$ cat config.mk
export PLATFORM = sky130hd
export DESIGN_NAME = spi_flash_arbiter_flat
export DESIGN_NICKNAME = d
export VERILOG_FILES = /design/src/rtl/spi_flash_arbiter_if.sv /design/src/rtl/spi_flash_arbiter.sv /design/src/flat_wrapper.sv
export SDC_FILE = /design/constraint.sdc
export NUM_CORES = 1
export LEC_CHECK = 0
export CORE_ASPECT_RATIO = 1.2
export CORE_UTILIZATION = 60
export DETAILED_ROUTE_END_ITERATION = 7
export HOLD_SLACK_MARGIN = 0.12
export PLACE_DENSITY_LB_ADDON = 0.2
export SYNTH_ARGS = -nofsm -noshare
export SYNTH_HDL_FRONTEND = slang
export SYNTH_SLANG_ARGS = --single-unit
$ cat constraint.sdc
create_clock -name clk -period 3.5 [get_ports clk]
set_input_delay 0.525 -clock clk [delete_from_list [all_inputs] [get_ports clk]]
set_output_delay 0.525 -clock clk [all_outputs]
set_load 0.01 [all_outputs]
$ cat src/rtl/spi_flash_arbiter_if.sv
// Bundle of requester-side and flash-pin signals for the two-way SPI flash arbiter.
// Latency: none (wires only).
// Backpressure: req/grant handshake; a requester waits for its grant before driving the bus.
interface spi_flash_arbiter_if;
  logic [1:0] req;
  logic [1:0] grant;
  logic [1:0] m_cs_b;
  logic [1:0] m_sck;
  logic [1:0] m_mosi;
  logic [1:0] m_miso;
  logic       spi_cs;
  logic       spi_sck;
  logic       spi_mosi;
  logic       spi_miso;
  logic       busy;
  logic       timeout_evt;

  // Arbiter side
  modport slave (
    input  req, m_cs_b, m_sck, m_mosi, spi_miso,
    output grant, m_miso, spi_cs, spi_sck, spi_mosi, busy, timeout_evt
  );

  // Requester / pin side
  modport master (
    output req, m_cs_b, m_sck, m_mosi, spi_miso,
    input  grant, m_miso, spi_cs, spi_sck, spi_mosi, busy, timeout_evt
  );
endinterface

$ cat src/rtl/spi_flash_arbiter.sv
// Round-robin owner of one SPI flash between two masters, with CS-high gap and idle revocation.
// Latency: grant one edge after req is sampled; pins are a combinational mux of the owner.
// Backpressure: non-owners are held off (no grant) until release/revocation plus CS_GAP cycles.
module spi_flash_arbiter #(
  parameter int CS_GAP   = 4,
  parameter int MAX_HOLD = 1000000
) (
  input  logic               clk,
  input  logic               reset,
  spi_flash_arbiter_if.slave bus
);

  localparam int HW = (MAX_HOLD > 0) ? $clog2(MAX_HOLD + 1) : 1;
  localparam int GW = (CS_GAP > 0) ? $clog2(CS_GAP + 1) : 1;
  localparam logic [HW-1:0] HOLD_LAST = HW'((MAX_HOLD > 0) ? MAX_HOLD - 1 : 0);
  localparam logic [GW-1:0] GAP_LAST  = GW'((CS_GAP > 0) ? CS_GAP - 1 : 0);

  typedef enum logic [1:0] {IDLE = 2'd0, OWN = 2'd1, GAP = 2'd2} state_t;

  state_t        state_q, state_d;
  logic [1:0]    grant_q, grant_d;
  logic          last_q, last_d;      // most recent winner; also the owner while in OWN
  logic [1:0]    mask_q, mask_d;      // requesters revoked and not yet re-armed by dropping req
  logic [HW-1:0] hold_cnt_q, hold_cnt_d;
  logic [GW-1:0] gap_cnt_q, gap_cnt_d;
  logic          timeout_evt_q, timeout_evt_d;
  logic          busy_q, busy_d;

  logic [1:0]    eligible;
  logic          winner;
  logic          owner_cs_b;

  assign owner_cs_b = bus.m_cs_b[last_q];

  // State register: all flops, cleared asynchronously
  always_ff @(posedge clk or posedge reset) begin
    if (reset) begin
      state_q       <= IDLE;
      grant_q       <= 2'b00;
      last_q        <= 1'b1;
      mask_q        <= 2'b00;
      hold_cnt_q    <= '0;
      gap_cnt_q     <= '0;
      timeout_evt_q <= 1'b0;
      busy_q        <= 1'b0;
    end else begin
      state_q       <= state_d;
      grant_q       <= grant_d;
      last_q        <= last_d;
      mask_q        <= mask_d;
      hold_cnt_q    <= hold_cnt_d;
      gap_cnt_q     <= gap_cnt_d;
      timeout_evt_q <= timeout_evt_d;
      busy_q        <= busy_d;
    end
  end

  // Next state: arbitration in IDLE, release/revocation in OWN, guard countdown in GAP
  always_comb begin
    state_d       = state_q;
    grant_d       = grant_q;
    last_d        = last_q;
    mask_d        = mask_q & bus.req;   // dropping req re-arms a revoked requester
    hold_cnt_d    = hold_cnt_q;
    gap_cnt_d     = gap_cnt_q;
    timeout_evt_d = 1'b0;
    eligible      = bus.req & ~mask_q;
    winner        = last_q;
    case (state_q)
      IDLE: begin
        if (eligible != 2'b00) begin
          // On a tie the requester that did not win last time goes first
          winner     = (eligible == 2'b11) ? ~last_q : eligible[1];
          grant_d    = winner ? 2'b10 : 2'b01;
          last_d     = winner;
          state_d    = OWN;
          hold_cnt_d = '0;
        end
      end
      OWN: begin
        if (!bus.req[last_q]) begin
          // Voluntary release takes priority over a coincident hold expiry
          grant_d   = 2'b00;
          state_d   = (CS_GAP > 0) ? GAP : IDLE;
          gap_cnt_d = '0;
        end else if ((MAX_HOLD > 0) && owner_cs_b && (hold_cnt_q == HOLD_LAST)) begin
          grant_d         = 2'b00;
          mask_d[last_q]  = 1'b1;
          timeout_evt_d   = 1'b1;
          state_d         = (CS_GAP > 0) ? GAP : IDLE;
          gap_cnt_d       = '0;
        end else if (owner_cs_b) begin
          if (hold_cnt_q != '1) hold_cnt_d = hold_cnt_q + HW'(1);
        end else begin
          hold_cnt_d = '0;
        end
      end
      GAP: begin
        if (gap_cnt_q == GAP_LAST) state_d = IDLE;
        else                       gap_cnt_d = gap_cnt_q + GW'(1);
      end
      default: state_d = IDLE;
    endcase
    busy_d = (state_d != IDLE);
  end

  // Outputs: pins follow the owner only in OWN, otherwise (and under reset) sit deselected
  always_comb begin
    bus.spi_cs   = 1'b1;
    bus.spi_sck  = 1'b0;
    bus.spi_mosi = 1'b0;
    if (!reset && (state_q == OWN)) begin
      bus.spi_cs   = bus.m_cs_b[last_q];
      bus.spi_sck  = bus.m_sck[last_q];
      bus.spi_mosi = bus.m_mosi[last_q];
    end
    bus.m_miso = {2{bus.spi_miso}};
  end

  assign bus.grant       = grant_q;
  assign bus.busy        = busy_q;
  assign bus.timeout_evt = timeout_evt_q;

endmodule

$ cat src/flat_wrapper.sv
// flat-port wrapper written by rule: the top's interface ports become plain ports
module spi_flash_arbiter_flat 
#(
  parameter int CS_GAP   = 4,
  parameter int MAX_HOLD = 1000000
)
  (clk, reset, bus_req, bus_m_cs_b, bus_m_sck, bus_m_mosi, bus_spi_miso, bus_grant, bus_m_miso, bus_spi_cs, bus_spi_sck, bus_spi_mosi, bus_busy, bus_timeout_evt);
  spi_flash_arbiter_if bus_i ();
  input  logic clk;
  input  logic reset;
  input wire logic [$bits(bus_i.req)-1:0] bus_req;
  input wire logic [$bits(bus_i.m_cs_b)-1:0] bus_m_cs_b;
  input wire logic [$bits(bus_i.m_sck)-1:0] bus_m_sck;
  input wire logic [$bits(bus_i.m_mosi)-1:0] bus_m_mosi;
  input wire logic [$bits(bus_i.spi_miso)-1:0] bus_spi_miso;
  output wire logic [$bits(bus_i.grant)-1:0] bus_grant;
  output wire logic [$bits(bus_i.m_miso)-1:0] bus_m_miso;
  output wire logic [$bits(bus_i.spi_cs)-1:0] bus_spi_cs;
  output wire logic [$bits(bus_i.spi_sck)-1:0] bus_spi_sck;
  output wire logic [$bits(bus_i.spi_mosi)-1:0] bus_spi_mosi;
  output wire logic [$bits(bus_i.busy)-1:0] bus_busy;
  output wire logic [$bits(bus_i.timeout_evt)-1:0] bus_timeout_evt;
  assign bus_i.req = bus_req;
  assign bus_i.m_cs_b = bus_m_cs_b;
  assign bus_i.m_sck = bus_m_sck;
  assign bus_i.m_mosi = bus_m_mosi;
  assign bus_i.spi_miso = bus_spi_miso;
  assign bus_grant = bus_i.grant;
  assign bus_m_miso = bus_i.m_miso;
  assign bus_spi_cs = bus_i.spi_cs;
  assign bus_spi_sck = bus_i.spi_sck;
  assign bus_spi_mosi = bus_i.spi_mosi;
  assign bus_busy = bus_i.busy;
  assign bus_timeout_evt = bus_i.timeout_evt;
  spi_flash_arbiter #(.CS_GAP(CS_GAP), .MAX_HOLD(MAX_HOLD)) u_core (.clk(clk), .reset(reset), .bus(bus_i));
endmodule
==> impl_metrics.json, run 1 <==
{
  "outcome": "finished, final reports clean",
  "dpl_cell_area_um2": 2050,
  "leakagePower_nw": 0.865,
  "die_h_um": 63.7,
  "core.rowCount": 22,
  "synth-compound-area-share_pct": 22.9,
  "path_max_fanout": 20,
  "seqPwrFrac_pct": 42.3,
  "clock_latency_ns": 0.34,
  "synth_top_area_share_pct": 40.8,
  "multiInputGateArea_um2": 991,
  "drive_above_1_share_pct": 7.80,
  "synth_flop_cell": "dfrtp_1",
  "cts_root_buffer": "clkbuf_4",
  "fin_crit_sh_pct": 75.3,
  "place_congestion": 0.866,
  "grt_overflow": 0,
  "p_sw_share_pct": 39.3,
  "post_synth.cell_area_avg_um2": 9.23,
  "internal-power_uw": 700,
  "nets": 231,
  "yosys.area_share.simple_pct": 24.2,
  "power.density_nw_per_um2": 545,
  "port_buffers": 16,
  "setup_viol": 0,
  "synth_xor_area_share_pct": 0,
  "yosys_warnings": 0,
  "muxShareOfSynthArea_pct": 2.63,
  "synthTopCellsByArea": "dfrtp_1, o41ai_1, o31ai_1",
  "tns_ns": 0,
  "fill_cells": 237,
  "cts_resized": 0,
  "ys_ff_latch": 32,
  "dpl.hpwl_um": 3150,
  "wl_per_cell_um": 18.0,
  "drt_wl_total_um": 4570,
  "pin_count": 20,
  "end_kind": "flip-flop",
  "critPathKind": "flip-flop to flip-flop",
  "skew_ns": 0.00394,
  "drt_first_iter_violations": 81,
  "synth_cell_types": 39,
  "synth_edf_count": 0,
  "pwr-share-clk_pct": 19.6,
  "power_frac_comb_pct": 38.1,
  "stdcell_count": 254,
  "grt_pass1_vias": 1693,
  "drt_drc_violations_left": 0,
  "dp_cells": 246,
  "yosysSeqAreaShare_pct": 42.2,
  "cts_buffers": 5,
  "post-place-ws_ns": 0.682,
  "rsz0062_at_grt": "false",
  "cts_htree_levels": 2,
  "yosys.area.top_type": "dfrtp_1",
  "r2r_setup_slack_ns": 0.87,
  "fin_ws_ns": 0.865,
  "hold_viol_final": 0,
  "vias": 1743,
  "maxCapViolCount": 0,
  "cts_tree": "done",
  "regArea_um2": 802,
  "dieArea_um2": 3400,
  "clock_sinks": 32,
  "final_common_cell": "dfrtp_1",
  "ys_async_sr_fraction_pct": 100,
  "p_switching_uw": 454,
  "antenna_left": 0,
  "slew_headroom_pct": 42.6,
  "clock.fmax_mhz": 380,
  "irDropWorstVdd_uv": 405,
  "power_mw": 1.15,
  "tightest_slew_ns": 0.855,
  "final_cell_area_um2": 2120,
  "area_growth_pct": 11.3,
  "worstPathArrival_ns": 2.92,
  "gr-usage-all-layers_pct": 30.7,
  "synthAdderAreaFrac_pct": 1.97,
  "grt_pass1_wl_um": 7610,
  "final_cell_mix": "dfrtp_1, o41ai_1, nor2_1",
  "via_per_inst": 6.86,
  "antenna_found_initial": 0,
  "layout_min_cycle_time_ns": 2.63,
  "crit_path_start_kind": "flip-flop",
  "required_ns": 3.79,
  "clock_path_buffers": 2,
  "cts_hold_buf": 0,
  "start_util_pct": 62.8,
  "slew_violations": 0,
  "syn-cell-area_um2": 1900,
  "synth_nets": 220,
  "diodes": 0,
  "netlist_instances": 206,
  "synth_top_family_by_area": "simple AND/OR/NAND/NOR gates",
  "core_area_um2": 3030,
  "grt_max_degree": 33,
  "min-delay-path-class": "flip-flop to flip-flop",
  "firstDrtPassIters": 5,
  "postCtsSetupRepairBufs": 0,
  "die_w_um": 53.4,
  "path_clk_slew_ns": 0.10
}
[power by group through the flow]
| stage | logic [mW] | clock network (mW) | registers (mW) |
|---|---|---|---|
| 3_5_place_dp | 0.435 | 0 | 0.494 |
| 3_3_place_gp | 0.418 | 0 | 0.490 |
| 2_1_floorplan | 0.321 | 0 | 0.476 |
| 4_1_cts | 0.439 | 0.229 | 0.486 |
| 6_report | 0.440 | 0.226 | 0.488 |
| 5_1_grt | 0.489 | 0.240 | 0.494 |
[path summary, 6_finish.rpt]
kind                                                    from                                 to  cells after the start
setup / recovery            u_core.hold_cnt_q[7]$_DFFE_PP0P_   u_core.hold_cnt_q[6]$_DFFE_PP0P_                      5
hold / removal             u_core.hold_cnt_q[19]$_DFFE_PP0P_  u_core.hold_cnt_q[19]$_DFFE_PP0P_                      1
setup reg to reg            u_core.hold_cnt_q[7]$_DFFE_PP0P_   u_core.hold_cnt_q[6]$_DFFE_PP0P_                      5
hold reg to reg            u_core.hold_cnt_q[19]$_DFFE_PP0P_  u_core.hold_cnt_q[19]$_DFFE_PP0P_                      1
max in group asynchronous                              reset          u_core.last_q$_DFFE_PP1P_                      3
min in group asynchronous                              reset    u_core.bus.grant[1]$_DFFE_PP0P_                      3
[sequential cells by signal, summed over array words and instances (netlist names)]
signal / cells
u_core.bus.grant: 2
u_core.bus.busy: 1
u_core.hold_cnt_q: 20
u_core.state_q: 2
u_core.last_q: 1
u_core.gap_cnt_q: 3
u_core.bus.timeout_evt: 1
u_core.mask_q: 2
[per-layer routing]
layer / track usage [%] / routed length, um
met2: 51.7 / 2480
met4: 13.8 / 64
met5: 0 / 0
met1: 35.1 / 1760
met3: 7.73 / 272
[cells by family (layout without fill, tap and decap cells)]
group | after synthesis | in the layout
flip-flops | 32 | 32
multiplexers | 5 | 5
adder cells (fa/ha/maj) | 3 | 3
AND/OR/NAND/NOR | 86 | 86
buffers and inverters | 22 | 34
AO/OA/AOI/OAI | 58 | 58
[cells in the mapped netlist, drive strengths merged, types with 2 or more instances]
| library cell | instances |
|---|---|
| a21oi | 5 |
| and3 | 2 |
| nor2 | 18 |
| buf | 13 |
| o21a | 2 |
| clkbuf | 4 |
| or4 | 3 |
| nand2b | 4 |
| nor3 | 6 |
| or3 | 3 |
| o31ai | 14 |
| a31oi | 6 |
| nand4 | 6 |
| nand2 | 15 |
| o41ai | 22 |
| ha | 3 |
| inv | 5 |
| mux2i | 5 |
| nand3 | 12 |
| dfrtp | 31 |
| nor2b | 3 |
| and4 | 4 |
| or2 | 2 |
| nor4 | 3 |
| and2 | 2 |
| o21ai | 5 |
[critical path, cell delays in order, from the launching register on]
cell and delay, ns:
dfrtp_1 0.54, nand4_1 0.25, nor3_1 0.56, and4_1 0.78, or3_1 0.29, o22a_1 0.16
[layout make-up]
cell class,instances,area share [%]
clock buffer,6,2.42
clock inverter,2,0.473
inverter,5,0.887
multi-input combinational,152,46.8
sequential,32,37.9
tap,36,2.13
timing repair buffer,21,9.34
[metrics by stage]
stage	hold slack, ns	utilization [%]
floorplan	0.443	-
global placement	0.468	67.9
detailed placement	0.485	67.9
CTS	0.507	69.9
global route	0.522	69.9
finish	0.505	69.9
(Power assumes the default switching activity.)
==> run 2: changes to the inputs <==
--- a/config.mk
+++ b/config.mk
@@ -6,7 +6,7 @@
 export NUM_CORES = 1
 export LEC_CHECK = 0
 export CORE_ASPECT_RATIO = 1.2
-export CORE_UTILIZATION = 60
+export CORE_UTILIZATION = 56
 export DETAILED_ROUTE_END_ITERATION = 7
 export HOLD_SLACK_MARGIN = 0.12
 export PLACE_DENSITY_LB_ADDON = 0.2
==> constraint.sdc (replaced) <==
create_clock -name clk -period 2.5 [get_ports clk]
set_input_delay 0.375 -clock clk [delete_from_list [all_inputs] [get_ports clk]]
set_output_delay 0.375 -clock clk [all_outputs]
set_load 0.01 [all_outputs]
==> impl_metrics.json, run 2 (synthesis gave the netlist of run 1 again) <==
{
  "outcome": "finished, final reports clean",
  "final_common_cell": "dfrtp_1",
  "holdPathStages": 1,
  "crit_path_start_kind": "flip-flop",
  "grt_pass1_vias": 1695,
  "fin_ws_ns": 0.152,
  "irDropWorstVdd_uv": 535,
  "path_cells": "mux2i_1 > buf_4 > nand4_1 > clkdlybuf4s50_1",
  "rr_worst_depth": 8,
  "clock_latency_ns": 0.34,
  "stdcell_count": 263,
  "tns_ns": 0,
  "core.rowCount": 22,
  "cts_root_buffer": "clkbuf_4",
  "cts_resized": 0,
  "nets": 240,
  "path_max_fanout": 8,
  "fin_crit_sh_pct": 93.9,
  "drt_wl_total_um": 4640,
  "die_h_um": 65.8,
  "slew_violations": 0,
  "die_w_um": 55.2,
  "grt_overflow": 0,
  "path_clk_slew_ns": 0.10,
  "drt_first_iter_violations": 116,
  "slew_headroom_pct": 60.5,
  "area_growth_pct": 14.9,
  "power_mw": 1.65,
  "start_util_pct": 60.6,
  "cts_htree_levels": 2,
  "end_kind": "output port",
  "place_congestion": 0.882,
  "grt_pass1_wl_um": 7580,
  "dpl.hpwl_um": 3290,
  "hold_viol_final": 0,
  "timing.critical_path.buf_inv": 2,
  "critPathKind": "flip-flop to output port",
  "drive_above_1_share_pct": 11.5,
  "critPathTopFamily": "flip-flops",
  "top_register": "u_core.hold_cnt_q",
  "tightest_slew_ns": 0.591,
  "via_per_inst": 6.89,
  "gr-usage-all-layers_pct": 29.1,
  "reg.largest.list": "u_core.hold_cnt_q (20), u_core.gap_cnt_q (3)",
  "antenna_found_initial": 0,
  "worst-path-stages": 4,
  "pin_count": 20,
  "power.density_nw_per_um2": 754,
  "cts_hold_buf": 0,
  "wl_per_cell_um": 17.6,
  "dp_cells": 255,
  "final_cell_mix": "dfrtp_1, o41ai_1, nor2_1",
  "layout_min_cycle_time_ns": 2.35,
  "crit_path_top_delay_cell": "dfstp_2",
  "diodes": 0,
  "clock_sinks": 32,
  "antenna_left": 0,
  "postCtsSetupRepairBufs": 0,
  "leakagePower_nw": 0.910,
  "setup_viol": 0,
  "worstPathArrival_ns": 1.97,
  "maxCapViolCount": 0,
  "firstDrtPassIters": 4,
  "dieArea_um2": 3630,
  "clock_path_buffers": 2,
  "skew_ns": 0.00717,
  "cts_tree": "done",
  "drt_drc_violations_left": 0,
  "largest_reg_flops": 20,
  "vias": 1812,
  "slowest_delay_ns": 0.65,
  "post-place-ws_ns": -0.0566,
  "cts_buffers": 5,
  "fill_cells": 250,
  "rsz0062_at_grt": "false",
  "clock.fmax_mhz": 426,
  "port_buffers": 16,
  "min-delay-path-class": "flip-flop to flip-flop",
  "required_ns": 2.12,
  "grt_max_degree": 33,
  "core_area_um2": 3140
}
==> run 2: changes by cell type in the layout (fill, tap and decap cells not counted), sizes merged <==
cell  change
buf       +9
==> run 2: cell type report <==
cell class	instances	area, um2	area share, %
multi-input cells	152	991	45.4
flip-flops and latches	32	802	36.7
clock inverters	2	10.0	0.458
inverters	5	18.8	0.860
repair buffers	30	265	12.1
well taps	36	45.0	2.06
clock buffers	6	51.3	2.35
==> run 2: metrics by stage <==
stage               utilization [%]  hold WS, ns  area [um2]
finish                         69.6        0.507        2180
global route                   69.6        0.529        2180
CTS                            69.6        0.508        2180
detailed placement             67.6        0.487        2120
global placement               67.6        0.476        2120
floorplan                         -        0.443        1900
==> run 2: power breakdown <==
part	internal, mW	switching, mW	total, mW
clock	0.134	0.182	0.316
combinational	0.276	0.370	0.647
sequential	0.603	0.0804	0.684
==> run 2: metal layers <==
layer / GRT usage, % / vias up / wire, um
li1: - / 842 / -
met1: 34.5 / 867 / 1860
met2: 49.8 / 89 / 2390
met3: 5.52 / 14 / 289
met4: 11.6 / 0 / 101
met5: 0 / - / 0
==> run 2: path summary, 6_finish.rpt <==
check,from,to,slack (ns)
min reg2reg,u_core.hold_cnt_q[19]$_DFFE_PP0P_,u_core.hold_cnt_q[19]$_DFFE_PP0P_,0.51
max,u_core.last_q$_DFFE_PP1P_,bus_spi_cs,0.15
min in group asynchronous,reset,u_core.hold_cnt_q[6]$_DFFE_PP0P_,0.52
min,u_core.hold_cnt_q[19]$_DFFE_PP0P_,u_core.hold_cnt_q[19]$_DFFE_PP0P_,0.51
max in group asynchronous,reset,u_core.last_q$_DFFE_PP1P_,1.65
max reg2reg,u_core.hold_cnt_q[0]$_DFFE_PP0P_,u_core.hold_cnt_q[15]$_DFFE_PP0P_,0.16
==> run 2: worst reg2reg max path, delay by kind of cell (launching register included) <==
kind / cells / cell delay [ns]
AO/OA/AOI/OAI: 1 / 0.35
flip-flops: 1 / 0.44
AND/OR/NAND/NOR: 4 / 0.80
adder cells (fa/ha/maj): 1 / 0.28
buffers and inverters: 2 / 0.36
==> edit 1: new RTL, settings of run 2 <==
`CS_GAP` is set to 4 in 2 places; all go to 8.
--- a/src/rtl/spi_flash_arbiter.sv
+++ b/src/rtl/spi_flash_arbiter.sv
@@ -2,7 +2,7 @@
 // Latency: grant one edge after req is sampled; pins are a combinational mux of the owner.
 // Backpressure: non-owners are held off (no grant) until release/revocation plus CS_GAP cycles.
 module spi_flash_arbiter #(
-  parameter int CS_GAP   = 4,
+  parameter int CS_GAP   = 8,
   parameter int MAX_HOLD = 1000000
 ) (
   input  logic               clk,
--- a/src/flat_wrapper.sv
+++ b/src/flat_wrapper.sv
@@ -1,7 +1,7 @@
 // flat-port wrapper written by rule: the top's interface ports become plain ports
 module spi_flash_arbiter_flat 
 #(
-  parameter int CS_GAP   = 4,
+  parameter int CS_GAP   = 8,
   parameter int MAX_HOLD = 1000000
 )
   (clk, reset, bus_req, bus_m_cs_b, bus_m_sck, bus_m_mosi, bus_spi_miso, bus_grant, bus_m_miso, bus_spi_cs, bus_spi_sck, bus_spi_mosi, bus_busy, bus_timeout_evt);
Behaviour: not the same (Yosys sat finds a counterexample within 10 cycles, from zero or initial values and one cycle with reset high).
==> edit 1 against run 2 <==
  * Combinational power up 2%
  * Synthesized area up 1.4%
  * Worst setup slack worse by 39 ps
  * Non-clock buffer count down 2
  * Final area up 3.0%
  * Utilization up 1.5 points
  * Sequential cell count up 1
  * Highest routed layer unchanged
  * Total power up 15%
  * Cell count up 1.1%
  * Sequential share of layout area about the same
  * Routed wire length up 2.8%
==> edit 1: results <==
set metrics [dict create \
    status "completed" \
    hp-class "in -> async" \
    final_nets 242 \
    synth-seq-area-share_pct 42.92 \
    crit_slowest_cell "dfstp_2" \
    cp-startpoint "u_core.last_q" \
    insertion_delay_ps 350 \
    grt_pass1_wl_mm 7.935 \
    clk_pin_slew_ps 120 \
    gp_congestion 0.9094 \
    yosys.cell_types.count 54 \
    vias_per_cell 6.680 \
    crit_path_max_fanout 7 \
    slew_viol_final 0 \
    synth_xor_area_share_pct 0.4545 \
    drt-pass1-iter-count 6 \
    yosys.area_share.adder_pct 1.299 \
    skew_ps 14.81 \
    antenna_found_initial 0 \
    clk_path_buf_depth 2 \
    synth_nets 220 \
    p_leak_nw 0.9484 \
    diodes 0 \
    clock_power_w 0.000508 \
    numCtsBuffers 5 \
    routedWlPerCell_um 17.93 \
    top_regs "u_core.hold_cnt_q (20), u_core.gap_cnt_q (4)" \
    slowest_delay_ps 640 \
    ys.warnings.count 0 \
    powerDensity_nw_per_um2 839.5 \
    p_switching_w 0.0006637 \
    worstRegToRegCells 5 \
    grt_usage_pct 27.89 \
    slew_headroom_pct 55.04 \
    grt_pass1_vias 1754 \
    rr_endpoint "u_core.hold_cnt_q[2]" \
    synthMuxAreaShare_pct 3.831 \
    holdWs_ps 498.7 \
    synth-main-ff-cell "dfrtp_1" \
    post_route_cells_drive_above_1_share_pct 13.04 \
    drt_iter0_drc 102 \
    critPathCapture "bus_spi_cs" \
    r2r_start "u_core.hold_cnt_q[7]" \
    reg2reg_slack_ps 150 \
    synthTopCellsByCount "32 x dfrtp_1, 16 x a31oi_1, 16 x nor2_1" \
    place_hpwl_mm 3.387 \
    pg_comb_w 0.000663 \
    synth_area_leaders "dfrtp_1 42%, a31oi_1 5.2%, mux2i_1 3.1%, nor2_1 3.1%, a21oi_1 2.6%" \
    arrival_ps 2010 \
    cts_max_level 2 \
    grt_start_max_net_pins 34 \
    async_flop_share_pct 100.0 \
    placed_cell_area_um2 2142 \
    synth_compound_area_share_pct 22.21 \
    vdd_drop_max_mv 0.7373 \
    port_buffers 16 \
]
-- edit 1: metal layers --
metal	track usage (%)	routed length (um)	part of all wire, %
met1	32.83	2006	42
met2	49.10	2426	51
met3	5.871	255	5.3
met4	12.19	81	1.7
met5	0	0	0
-- edit 1: timing repair --
action	in CTS	in global routing
setup buffers	0	0
endpoints found under the setup margin	0	3
resized for setup	0	1
-- edit 1: final cells by class --
type / instances / area (um2)
fill: 237 / 917.1
sequential: 33 / 827.0
multi-input combinational: 151 / 985.9
clock inverter: 3 / 65.06
tap: 36 / 45.04
clock buffer: 5 / 37.54
timing repair buffer: 28 / 250.2
inverter: 10 / 37.54
-- edit 1: through the flow --
step,setup slack [ps],instances
2_1_floorplan,428.5,207
5_1_grt,21.28,266
3_5_place_dp,144.5,258
6_report,112.5,266
3_3_place_gp,214.6,258
4_1_cts,106.4,266
-- edit 1: worst max-delay path: cells and delay by family (launching register included) --
family	cells	cell delay, ps
DFF	1	640
muxes	1	300
buffers and inverters	2	650
and+or+nand+nor	1	80
==> edit 2: new RTL, flow settings as in run 2 <==
Without the edit above. Encoding of `state_t`: now one-hot (3 bits for 3 states).
--- a/src/rtl/spi_flash_arbiter.sv
+++ b/src/rtl/spi_flash_arbiter.sv
@@ -15,7 +15,7 @@
   localparam logic [HW-1:0] HOLD_LAST = HW'((MAX_HOLD > 0) ? MAX_HOLD - 1 : 0);
   localparam logic [GW-1:0] GAP_LAST  = GW'((CS_GAP > 0) ? CS_GAP - 1 : 0);
 
-  typedef enum logic [1:0] {IDLE = 2'd0, OWN = 2'd1, GAP = 2'd2} state_t;
+  typedef enum logic [2:0] {IDLE = 3'b001, OWN = 3'b010, GAP = 3'b100} state_t;
 
   state_t        state_q, state_d;
   logic [1:0]    grant_q, grant_d;
Formal check against the unedited RTL: no difference found for any inputs over 10 cycles, from zero or initial values and one cycle with reset high; not proved beyond that.
==> edit 2 against run 2 <==
  * The run now ends with DRC left
  * Die area rose by 5.9%
  * Critical path depth rose by 4
  * Sequential cell count rose by 1
  * Total power rose by 14%
  * Worst setup slack got worse by 4.2 ps
  * Synthesized area rose by 6.1%
  * Routed wire length rose by 1.1%
  * Final area rose by 7.3%
  * Largest power group unchanged
  * Highest routed layer unchanged
==> edit 2: results <==
set metrics [dict create \
    grt_usage_pct 27.02 \
    skew_ps 4.484 \
    vias_per_cell 6.556 \
    timing.final.crit_period_ps 2353 \
    synthMuxAreaShare_pct 2.605 \
    pwr-share-seq_pct 37.9 \
    holdWs_ps 477.4 \
    worst_pin_slew_ps 634.4 \
    cts_root_buffer "clkbuf_8" \
    grt.met1_usage_pct 31.18 \
    grt_pass1_vias 1742 \
    grt_pass1_wl_mm 7.852 \
    violations "DRC" \
    status "complete, but fails checks" \
    synth_area_leaders "dfrtp_1 38%, o21ai_0 4.5%, a21oi_1 3.7%, o31ai_1 3.7%, nand2_1 3.0%" \
    clk_pin_slew_ps 70 \
    drt_iter0_drc 80 \
    insertion_delay_ps 290 \
    hp-class "reg -> reg" \
    cp-startpoint "u_core.hold_cnt_q[0]" \
    gp_congestion 0.8550 \
    grtUsageMet2_pct 48.66 \
    place_hpwl_mm 3.428 \
    min_to "u_core.gap_cnt_q[0]" \
    vdd_drop_max_mv 0.3502 \
    wl_met2_mm 2.468 \
    fill_cells 276 \
    wl_met3_um 251 \
    min_from "u_core.gap_cnt_q[0]" \
    post_route_cells_drive_above_1_share_pct 14.71 \
    p_leak_nw 0.9622 \
    final_nets 251 \
    yosys.area_share.adder_pct 1.861 \
    drt-pass1-iter-count 6 \
    synthTopCellsByCount "31 x dfrtp_1, 18 x o21ai_0, 16 x nand2_1" \
    synth-seq-area-share_pct 41.07 \
    synth_nets 230 \
    drc 6 \
    yosys.cell_types.count 51 \
    met1_length_mm 1.887 \
    finalPower_w 0.001876 \
    routedWlPerCell_um 17.06 \
    fp.dieArea_um2 3847 \
    grt_start_max_net_pins 21 \
    crit_path_max_fanout 11 \
    synth_compound_area_share_pct 22.39 \
    rr_endpoint "u_core.hold_cnt_q[7]" \
    power.share.clock_pct 27.7 \
]
edit 2: cell types whose count changed after synthesis, sizes merged, moves of 4 or more:
cell	delta
a21oi	+10
inv	+6
nor2	-7
o21ai	+16
o31ai	-4
o41ai	-20
edit 2: critical path: stages (launching register included):
cell and delay (ps):
dfrtp_1 410, ha_2 250, nand3_4 120, or2_1 310, or4_1 550, buf_4 200, a41oi_1 220, o21ai_0 110
o31ai_1 70
edit 2: worst max path at each step:
stage,to,slack (ps),cells past startpoint
floorplan,u_core.hold_cnt_q[11],330,9
global placement,u_core.hold_cnt_q[11],170,8
detailed placement,u_core.hold_cnt_q[10],90,8
CTS,u_core.hold_cnt_q[7],130,8
global route,u_core.hold_cnt_q[6],9,7
finish,u_core.hold_cnt_q[7],150,8
edit 2: cells by family (layout without fill, tap and decap cells):
kind of cell / count (synthesis) / after routing
AND/OR/NAND/NOR: 83 / 83
AO/OA/AOI/OAI: 69 / 69
flip-flops: 33 / 33
buffers and inverters: 24 / 46
multiplexers: 4 / 4
adder cells (fa/ha/maj): 3 / 3
edit 2: cell type report:
type / instances / share of cell area, %
clock buffers: 7 / 3.684
clock inverters: 1 / 1.281
inverters: 11 / 2.082
multi-input cells: 159 / 44.74
flip-flops and latches: 33 / 35.34
well taps: 37 / 1.975
repair buffers: 27 / 10.89
edit 2: through the flow:
step / instances / util [%] / worst slack, ps / area, um2
5_1_grt: 275 / 69.01 / 8.505 / 2344
4_1_cts: 275 / 68.94 / 134.3 / 2341
3_5_place_dp: 267 / 65.51 / 86.35 / 2225
6_report: 275 / 69.01 / 147.4 / 2344
2_1_floorplan: 216 / - / 334.1 / 2017
3_3_place_gp: 267 / 65.51 / 165.2 / 2225
